`src/rtl/wrap_event_fifo.sv`:
```
// Detects wraps of an upstream mod-N counter and queues the running wrap epoch in a small FIFO.
// Optional drop counter output enabled by defining WRAP_FIFO_DROP_CNT_EN.
module wrap_event_fifo #(
  parameter int N       = 15,
  parameter int WIDTH   = 4,
  parameter int EPOCH_W = 8,
  parameter int DEPTH   = 4,
  localparam int AW     = $clog2(DEPTH)
) (
  input  logic               clk,
  input  logic               rst,
  input  logic [WIDTH-1:0]   cnt_in,
  input  logic               cnt_adv,
  output logic [EPOCH_W-1:0] ev_data,
  output logic               ev_valid,
  input  logic               ev_ready,
  output logic [AW:0]        fifo_level,
`ifdef WRAP_FIFO_DROP_CNT_EN
  output logic [7:0]         drop_cnt,
`endif
  output logic               ovf,
  input  logic               clr_ovf
);

  logic [EPOCH_W-1:0] mem_reg [DEPTH];
  logic [EPOCH_W-1:0] epoch_reg, epoch_next;
  logic [EPOCH_W-1:0] ev_data_reg, ev_data_next;
  logic [AW-1:0]      wr_ptr_reg, wr_ptr_next;
  logic [AW-1:0]      rd_ptr_reg, rd_ptr_next;
  logic [AW:0]        level_reg, level_next, remain;
  logic               ev_valid_reg;
  logic               ovf_reg, ovf_next;
  logic               wrap, pop, push, drop, full;

  always_comb begin
    wrap        = cnt_adv && (cnt_in == WIDTH'(N - 1));
    full        = (level_reg == (AW+1)'(DEPTH));
    pop         = ev_valid_reg && ev_ready;
    push        = wrap && (!full || pop);
    drop        = wrap && !push;
    epoch_next  = wrap ? epoch_reg + EPOCH_W'(1) : epoch_reg;
    wr_ptr_next = push ? wr_ptr_reg + AW'(1) : wr_ptr_reg;
    rd_ptr_next = pop ? rd_ptr_reg + AW'(1) : rd_ptr_reg;
    remain      = level_reg - (AW+1)'(pop);
    level_next  = remain + (AW+1)'(push);
    ovf_next    = drop ? 1'b1 : (clr_ovf ? 1'b0 : ovf_reg);
    // Head after this edge: empty -> 0; only the new entry -> bypass the write; else stored entry
    ev_data_next = '0;
    if (level_next != '0) begin
      if (remain == '0) ev_data_next = epoch_next;
      else              ev_data_next = mem_reg[rd_ptr_next];
    end
  end

  genvar gi;
  generate
    for (gi = 0; gi < DEPTH; gi++) begin : g_mem
      always_ff @(posedge clk) begin
        if (!rst && push && (wr_ptr_reg == AW'(gi))) mem_reg[gi] <= epoch_next;
      end
    end
  endgenerate

  always_ff @(posedge clk) begin
    if (rst) begin
      epoch_reg    <= '0;
      wr_ptr_reg   <= '0;
      rd_ptr_reg   <= '0;
      level_reg    <= '0;
      ev_valid_reg <= 1'b0;
      ev_data_reg  <= '0;
      ovf_reg      <= 1'b0;
    end else begin
      epoch_reg    <= epoch_next;
      wr_ptr_reg   <= wr_ptr_next;
      rd_ptr_reg   <= rd_ptr_next;
      level_reg    <= level_next;
      ev_valid_reg <= (level_next != '0);
      ev_data_reg  <= ev_data_next;
      ovf_reg      <= ovf_next;
    end
  end

`ifdef WRAP_FIFO_DROP_CNT_EN
  logic [7:0] drop_cnt_reg, drop_cnt_next;

  // A clear coinciding with a drop restarts the count at one
  always_comb begin
    drop_cnt_next = drop_cnt_reg;
    if (clr_ovf)                            drop_cnt_next = drop ? 8'd1 : 8'd0;
    else if (drop && drop_cnt_reg != 8'hFF) drop_cnt_next = drop_cnt_reg + 8'd1;
  end

  always_ff @(posedge clk) begin
    if (rst) drop_cnt_reg <= '0;
    else     drop_cnt_reg <= drop_cnt_next;
  end

  assign drop_cnt = drop_cnt_reg;
`endif

  assign ev_data    = ev_data_reg;
  assign ev_valid   = ev_valid_reg;
  assign fifo_level = level_reg;
  assign ovf        = ovf_reg;

endmodule

```
`config.mk`:
```
export PLATFORM = sky130hd
export DESIGN_NAME = wrap_event_fifo
export DESIGN_NICKNAME = d
export VERILOG_FILES = /design/src/rtl/wrap_event_fifo.sv
export SDC_FILE = /design/constraint.sdc
export NUM_CORES = 1
export LEC_CHECK = 0
export ABC_AREA = 0
export CAP_MARGIN = 20
export CORE_ASPECT_RATIO = 1.1
export CORE_MARGIN = 2
export CORE_UTILIZATION = 40
export DETAILED_ROUTE_END_ITERATION = 16
export PLACE_DENSITY_LB_ADDON = 0.2
export SLEW_MARGIN = 15
export SYNTH_ARGS = -nofsm -noshare
export SYNTH_HDL_FRONTEND = slang
export SYNTH_SLANG_ARGS = --single-unit
```
`constraint.sdc`:
```
create_clock -name clk -period 3.1 [get_ports clk]
set_clock_uncertainty 0.2 [all_clocks]
set_input_delay 0.62 -clock clk [delete_from_list [all_inputs] [get_ports clk]]
set_output_delay 0.62 -clock clk [all_outputs]
set_load 0.01 [all_outputs]
```
# Word level (Yosys, flattened, before mapping)
# Memories as Yosys holds them, arrays and structs flattened.
# Index checks and enable logic that the tools add are counted.
# op_classes
add_sub_neg	5
bitwise_logic	1
n_eq_ne	5
reduce_logical	21
muxes	22
# op_table
cell	count
two-way mux 8 bit	5
OR reduction 8 bit	3
two-way mux 1 bit	13
logical AND 1 bit	9
adder 8 x 1 -> 8 bit (second input constant)	1
two-way mux 2 bit	4
adder 2 x 1 -> 2 bit (second input constant)	2
equality test 2 bit (second input constant)	2
equality test 4 bit (second input constant)	1
adder 3 x 1 -> 3 bit	1
equality test 3 bit (second input constant)	1
logical NOT 1 bit	3
logical NOT 3 bit	1
nonzero test 3 bit	1
subtractor 3 x 1 -> 3 bit	1
equality test 2 x 1 -> 1 bit (second input constant)	1
logical NOT 2 bit	1
nonzero test 2 bit	1
OR reduction 2 bit	1
logical OR 1 bit	1
inverter 1 bit	1
# word_totals
out_inout_bits	13
inputBits	9
n_memories	1
ff_bits	25
elab_cells	62
mem_bits_rw	32
# mem_list
name	words	width	rd	rd_clocked_by_memory_dff	write_ports	line_no	rtl
mem_reg	4	8	1	0	1	25	logic [EPOCH_W-1:0] mem_reg [DEPTH];

# Logic depth before layout (Yosys ltp)
# Gate-level depths: netlist (run 1).
# logic_depth
word_depth	12
mapped_depth	11
ltp_nobuf	10

# Worst setup path before layout (run 1)
# Ideal clock, no wire load.
# synth_path
kind	input -> register
startpoint	input ev_ready
endpoint	register ev_data_reg[3] (netlist: ev_data[3])
path_slack_ns	0.583
setup_ns	0.086
t_required_ns	2.814
t_arrival_ns	2.231
n_path_buf	1
cell_stages	11
cell_sequence	nand2_2 > inv_2 > buf_6 > ha_1 > ha_1 > inv_1 > ha_1 > xnor3_1 > a21oi_4 > inv_1 > a211oi_1
# synth_via
elab_chain_len	7
word_cells_on_any_way	12
cone_classes	add/sub (2); mux (2); bitwise (1); reduce/logical (6); memory (1)
# synth_lines
element	line_no	rtl
from (decl)	16	input logic ev_ready,
logical AND 1 bit *	38	pop = ev_valid_reg && ev_ready;
branches (longest 6 deep; another with subtractor 3 x 1 -> 3 bit)	n/a	
to (signal assigned)	79	ev_data_reg <= ev_data_next;
to (decl)	27	logic [EPOCH_W-1:0] ev_data_reg, ev_data_next;
# Every way passes the cells marked *.
# A chain may end at the register's enable or synchronous reset.

# Worst setup path in the final report (run 1)
# layout_path
startpoint	input ev_ready
endpoint	register ev_data_reg[7] (netlist: ev_data[7])
# The elaborated chain is that of the path after synthesis.

==> results of run 1 <==
-- per-layer routing --
layer	vias to the layer above	routed length [µm]
met4	0	95
li1	919	-
met2	35	2775
met1	918	2644
met5	-	0
met3	7	174
-- cell families after synthesis --
logic type	after synthesis	synth area share
AND/OR/NAND/NOR	69	0.1384
XOR/XNOR	7	0.02722
adder cells (fa/ha/maj)	9	0.04084
buffers and inverters	24	0.04129
AO/OA/AOI/OAI	40	0.1193
flip-flops	57	0.5299
multiplexers	22	0.1030
-- report_power, final --
group	switching (W)	internal, W	leakage, nW
combinational	0.000310	0.000327	0.681
sequential	0.0000613	0.000857	0.513
clock	0.000299	0.000533	0.117
total	0.000671	0.00172	1.31
-- cells in the final DEF, fill, tap and decap left out, types with 2 or more instances in the layout --
cell type        count
o31a_1               3
o211a_1              2
and2_1               4
bufinv_16            3
buf_4               13
nand4_1              4
mux4_2               5
nand2_1              9
mux2i_1             16
or2_1                3
clkdlybuf4s50_1     21
or2_2                2
nor2_1              10
nand2b_1             3
inv_1               10
a2111oi_0            3
xnor2_1              5
nand3_1              5
a211oi_1            10
a31oi_1              2
nor3_1               2
o41ai_1              2
ha_1                 9
edfxtp_1            32
o21a_1               2
a211o_1              2
o31ai_1              5
a21oi_1              4
a21bo_2              2
clkinv_4             2
dfxtp_1             25
clkbuf_8             9
nor4_1               3
and3_1               9
nor2b_1             11
-- cell type report --
class	count	area (µm²)
clock buffer	9	123.9
inverter	11	41.29
multi-input combinational	147	1182
sequential	57	1461
tap	82	102.6
fill	603	3294
clock inverter	7	118.9
timing repair buffer	34	307.8
-- per-stage QoR --
stage               power [W]  setup slack (ns)  hold WS (ns)  utilization  instances
finish               0.002388            0.4146        0.2983       0.5033        347
global route         0.002506            0.2504        0.3314       0.5033        347
CTS                  0.002413            0.3856        0.3073       0.5033        347
detailed placement   0.001583           0.05102        0.2969       0.4667        331
global placement     0.001577           0.06944        0.2814       0.4667        331
floorplan            0.001328            0.5832        0.3175            -        228
-- path summary, 6_finish.rpt --
path,to,cells past startpoint
worst max-delay path,ev_data[7],11
worst min-delay path,ovf,2
worst max register to register,ev_data[7],10
worst min register to register,ovf,2
-- critical path: stages --
cell             delay, ns
clkdlybuf4s50_1       0.45
nand2_2               0.09
inv_2                 0.07
o311ai_2              0.29
inv_1                 0.07
ha_1                  0.18
ha_1                  0.18
xnor3_1               0.23
a21oi_4               0.26
o31ai_1               0.14
a31oi_1               0.16
==> reports/results.ini, run 1 <==
[synthesis]
synth_area_leaders = edfxtp_1 (35%), dfxtp_1 (18%), mux2i_1 (5.8%), ha_1 (4.1%), mux4_2 (4.1%)
synth_nets = 246
synth_top_area_cell = edfxtp_1
synth_top_flop_cell = edfxtp_1
yosysMostFrequentCell = edfxtp_1
synth_edf_count = 32
synth_seq_cells = 57
synthTopCellsByCount = edfxtp_1 (32), dfxtp_1 (25), mux2i_1 (16)
syn_avg_cell_area_um2 = 12.09
yosys.area.top_type_share = 0.3485
syn_area_mm2 = 0.002758
synthArstFlopShare = 0
synth_cell_type_count = 46
synth_warnings = 0
ys_seq_area_frac = 0.5299
netlist_instances = 228

[sta]
finalCriticalPeriod_ns = 2.685
setup_viol = 0
grt_setup_unrepaired = false
maxSlewViolCount = 0
worst_slew_pin_slew_ns = 0.5911
tns_ns = 0
finalCritPeriodShare = 0.8662
max_freq_ghz = 0.3724
slew_headroom = 0.6054
hold_viol_final = 0

[global_route]
grt_use_met1 = 0.2020
grt.total_usage = 0.1598
busiest_layer = met2
grt_first_pass_wirelength_um = 9342
antenna_found_initial = 0
grt_max_degree = 22
gr-total-overflow = 0
use_met3 = 0.03091
grt_pass1_vias = 1810
use_met2 = 0.2661

[place]
io_buffers = 21
placement.cell_area_mm2 = 0.003095
gp_congestion = 0.7959
hpwl_um = 3943

[power]
power_density_mw_per_mm2 = 715.5
power_leakage_nw = 1.310
ir_drop_v = 0.0004761

[clock_tree]
clock_latency_ns = 0.33
h-tree-depth = 3
cts_buffer_depth = 2
cts_inserted_buffers = 9
clkSinkCount = 57
cts_resized = 0
cts_tree = built
cts_setup_buffers = 0
path_clk_slew_ns = 0.07
cts_hold_buf = 0
cts_root_buffer = clkbuf_8

[setup_path]
worst_setup_path_start_kind = input port
path_class = in -> reg
reg2reg_from = ev_valid
rrSetupSlack_ns = 0.60
cp_data_required_time_ns = 3.16
path_max_fanout = 7
endpoint_kind = register
critPathLaunch = ev_ready
worstPathArrival_ns = 2.74

[floorplanning]
dieArea_mm2 = 0.007575
start_util = 0.4158
dieHeight_um = 91.09
rows = 31
io_pins = 22
die_x_um = 83.17
coreArea_mm2 = 0.006633

[layout]
syn_to_final_growth_pct = 21.05
largest_reg_flops = 32
diodes = 0
stdcell_area_mm2 = 0.003338
nNetsFinal = 278
drive_above_1_share = 0.1585

[hold_path]
min_from = ovf
hold_path_class = reg -> reg

[detailed_routing]
ant_nets = 0
routed_wl_um = 5690
wl_per_cell_um = 16.40
firstDrtPassIters = 4
drtIter0Drc = 96
drc = 0
num_vias = 1879
viasPerCell = 5.415

[outcome]
status = complete, no violations

[job]
cap_violations = 0

Power figures use the tool's default switching activity.
==> inputs of run 2 (changes only) <==
--- a/config.mk
+++ b/config.mk
@@ -7,6 +7,8 @@
 export LEC_CHECK = 0
 export ABC_AREA = 0
 export CAP_MARGIN = 20
+export CELL_PAD_IN_SITES_DETAIL_PLACEMENT = 0
+export CELL_PAD_IN_SITES_GLOBAL_PLACEMENT = 1
 export CORE_ASPECT_RATIO = 1.1
 export CORE_MARGIN = 2
 export CORE_UTILIZATION = 40
==> reports/results.ini, run 2 (same netlist as run 1, synthesis figures left out) <==
[outcome]
status = complete, no violations

[clock_tree]
path_clk_slew_ns = 0.06
h-tree-depth = 3
cts_root_buffer = clkbuf_8
clkSinkCount = 57
cts_inserted_buffers = 9
cts_resized = 0
cts_setup_buffers = 0
cts_tree = built
cts_buffer_depth = 2
cts_hold_buf = 0
clock_latency_ns = 0.34

[sta]
worst_slew_pin_slew_ns = 0.7880
max_freq_ghz = 0.3632
maxSlewViolCount = 0
slew_headroom = 0.4739
setup_viol = 0
finalCritPeriodShare = 0.8882
hold_viol_final = 0
finalCriticalPeriod_ns = 2.753
grt_setup_unrepaired = false

[floorplanning]
coreArea_mm2 = 0.006633
start_util = 0.4158
io_pins = 22
dieArea_mm2 = 0.007575
dieHeight_um = 91.09
rows = 31
die_x_um = 83.17

[global_route]
antenna_found_initial = 0
grt.total_usage = 0.1702
grt_first_pass_wirelength_um = 9832
gr-total-overflow = 0
grt_pass1_vias = 1915
grt_max_degree = 22

[detailed_routing]
drc = 0
routed_wl_um = 5872
firstDrtPassIters = 5
drtIter0Drc = 104
wl_per_cell_um = 16.49
viasPerCell = 5.284
num_vias = 1881
ant_nets = 0

[setup_path]
cp_top_family = compound AO/OA/AOI/OAI gates
rrSetupSlack_ns = 0.72
reg2reg_from = fifo_level[2]
slowest_stage = clkdlybuf4s50_1
path_class = in -> reg
worstPathArrival_ns = 2.81
rr_worst_depth = 9
path_buf_inv = 4
critPathLaunch = ev_ready
worst_setup_path_start_kind = input port
max_stage_delay_ns = 0.46
endpoint_kind = register
crit_chain = clkdlybuf4s50_1, nand2_2, inv_2, o311ai_2, inv_1, ha_1, ha_1, xnor3_1, a21oi_4, inv_1, a211oi_1
path_max_fanout = 9
cp_data_required_time_ns = 3.16
reg2reg_to = ev_data[3]

[layout]
utilization = 0.5086
n_fill_cell = 610
layout_commonest_cell = edfxtp_1
syn_to_final_growth_pct = 22.32
largest_reg_flops = 32
diodes = 0
nNetsFinal = 287
drive_above_1_share = 0.1861
mostFrequentLayoutCells = edfxtp_1 (32), dfxtp_1 (25), buf_4 (22)

[power]
finalPower_w = 0.002328
power_density_mw_per_mm2 = 690.2
power_leakage_nw = 1.345
ir_drop_v = 0.0002765

[hold_path]
hold_path_class = reg -> reg
holdPathStages = 2
min_from = ovf
worstHoldEndpoint = ovf

[place]
gp_congestion = 0.7441
hpwl_um = 4234
io_buffers = 21

[job]
cap_violations = 0

==> run 2: cell count changes in the layout (fill, tap and decap cells not counted) <==
cell / previous run / this run
clkbuf_1: 0 / 1
clkinv_1: 1 / 0
clkinv_2: 0 / 3
clkinv_4: 2 / 0
bufinv_16: 3 / 2
buf_4: 13 / 22
==> run 2: worst max-delay path by stage <==
stage,endpoint,cells past startpoint
finish,ev_data[3],11
global route,ev_data[5],11
CTS,ev_data[3],11
detailed placement,ev_data[3],11
global placement,ev_data[3],11
floorplan,ev_data[3],11
==> run 2: worst register-to-register path: stages (launching register included) <==
cell,delay (ns)
dfxtp_1,0.44
nand2b_1,0.11
o311ai_2,0.25
inv_1,0.07
ha_1,0.18
ha_1,0.18
xnor3_1,0.23
a21oi_4,0.35
inv_1,0.08
a211oi_1,0.20
==> run 2: metrics by stage <==
stage / cell area (µm²) / hold WS, ns / setup TNS [ns] / setup slack, ns / instances
floorplan: 2758 / 0.3175 / 0 / 0.5832 / 228
global placement: 3163 / 0.2844 / 0 / 0.03664 / 340
detailed placement: 3163 / 0.2958 / -0.006206 / -0.006206 / 340
CTS: 3373 / 0.3097 / 0 / 0.3406 / 356
global route: 3373 / 0.3545 / 0 / 0.1069 / 356
finish: 3373 / 0.3173 / 0 / 0.3466 / 356
==> run 2: layout make-up <==
cell class	count	area, µm²	share of cell area
repair buffers	43	375.4	0.1113
clock inverters	6	82.58	0.02448
clock buffers	10	127.6	0.03783
flip-flops and latches	57	1461	0.4332
well taps	82	102.6	0.03042
multi-input cells	147	1182	0.3505
inverters	11	41.29	0.01224
==> run 2: power by group <==
part / internal [W] / switching (W) / total, W / leakage (nW)
clock network: 0.000448 / 0.000293 / 0.000741 / 0.106
logic: 0.000345 / 0.000332 / 0.000677 / 0.726
registers: 0.000857 / 0.0000531 / 0.000910 / 0.513
total: 0.00165 / 0.000678 / 0.00233 / 1.34
==> run 2: metal layers <==
metal	track usage	routed length, µm	up-vias
li1	-	-	934
met1	0.2053	2714	901
met2	0.2802	2798	33
met3	0.05000	240	13
met4	0.07787	118	0
met5	0	0	-
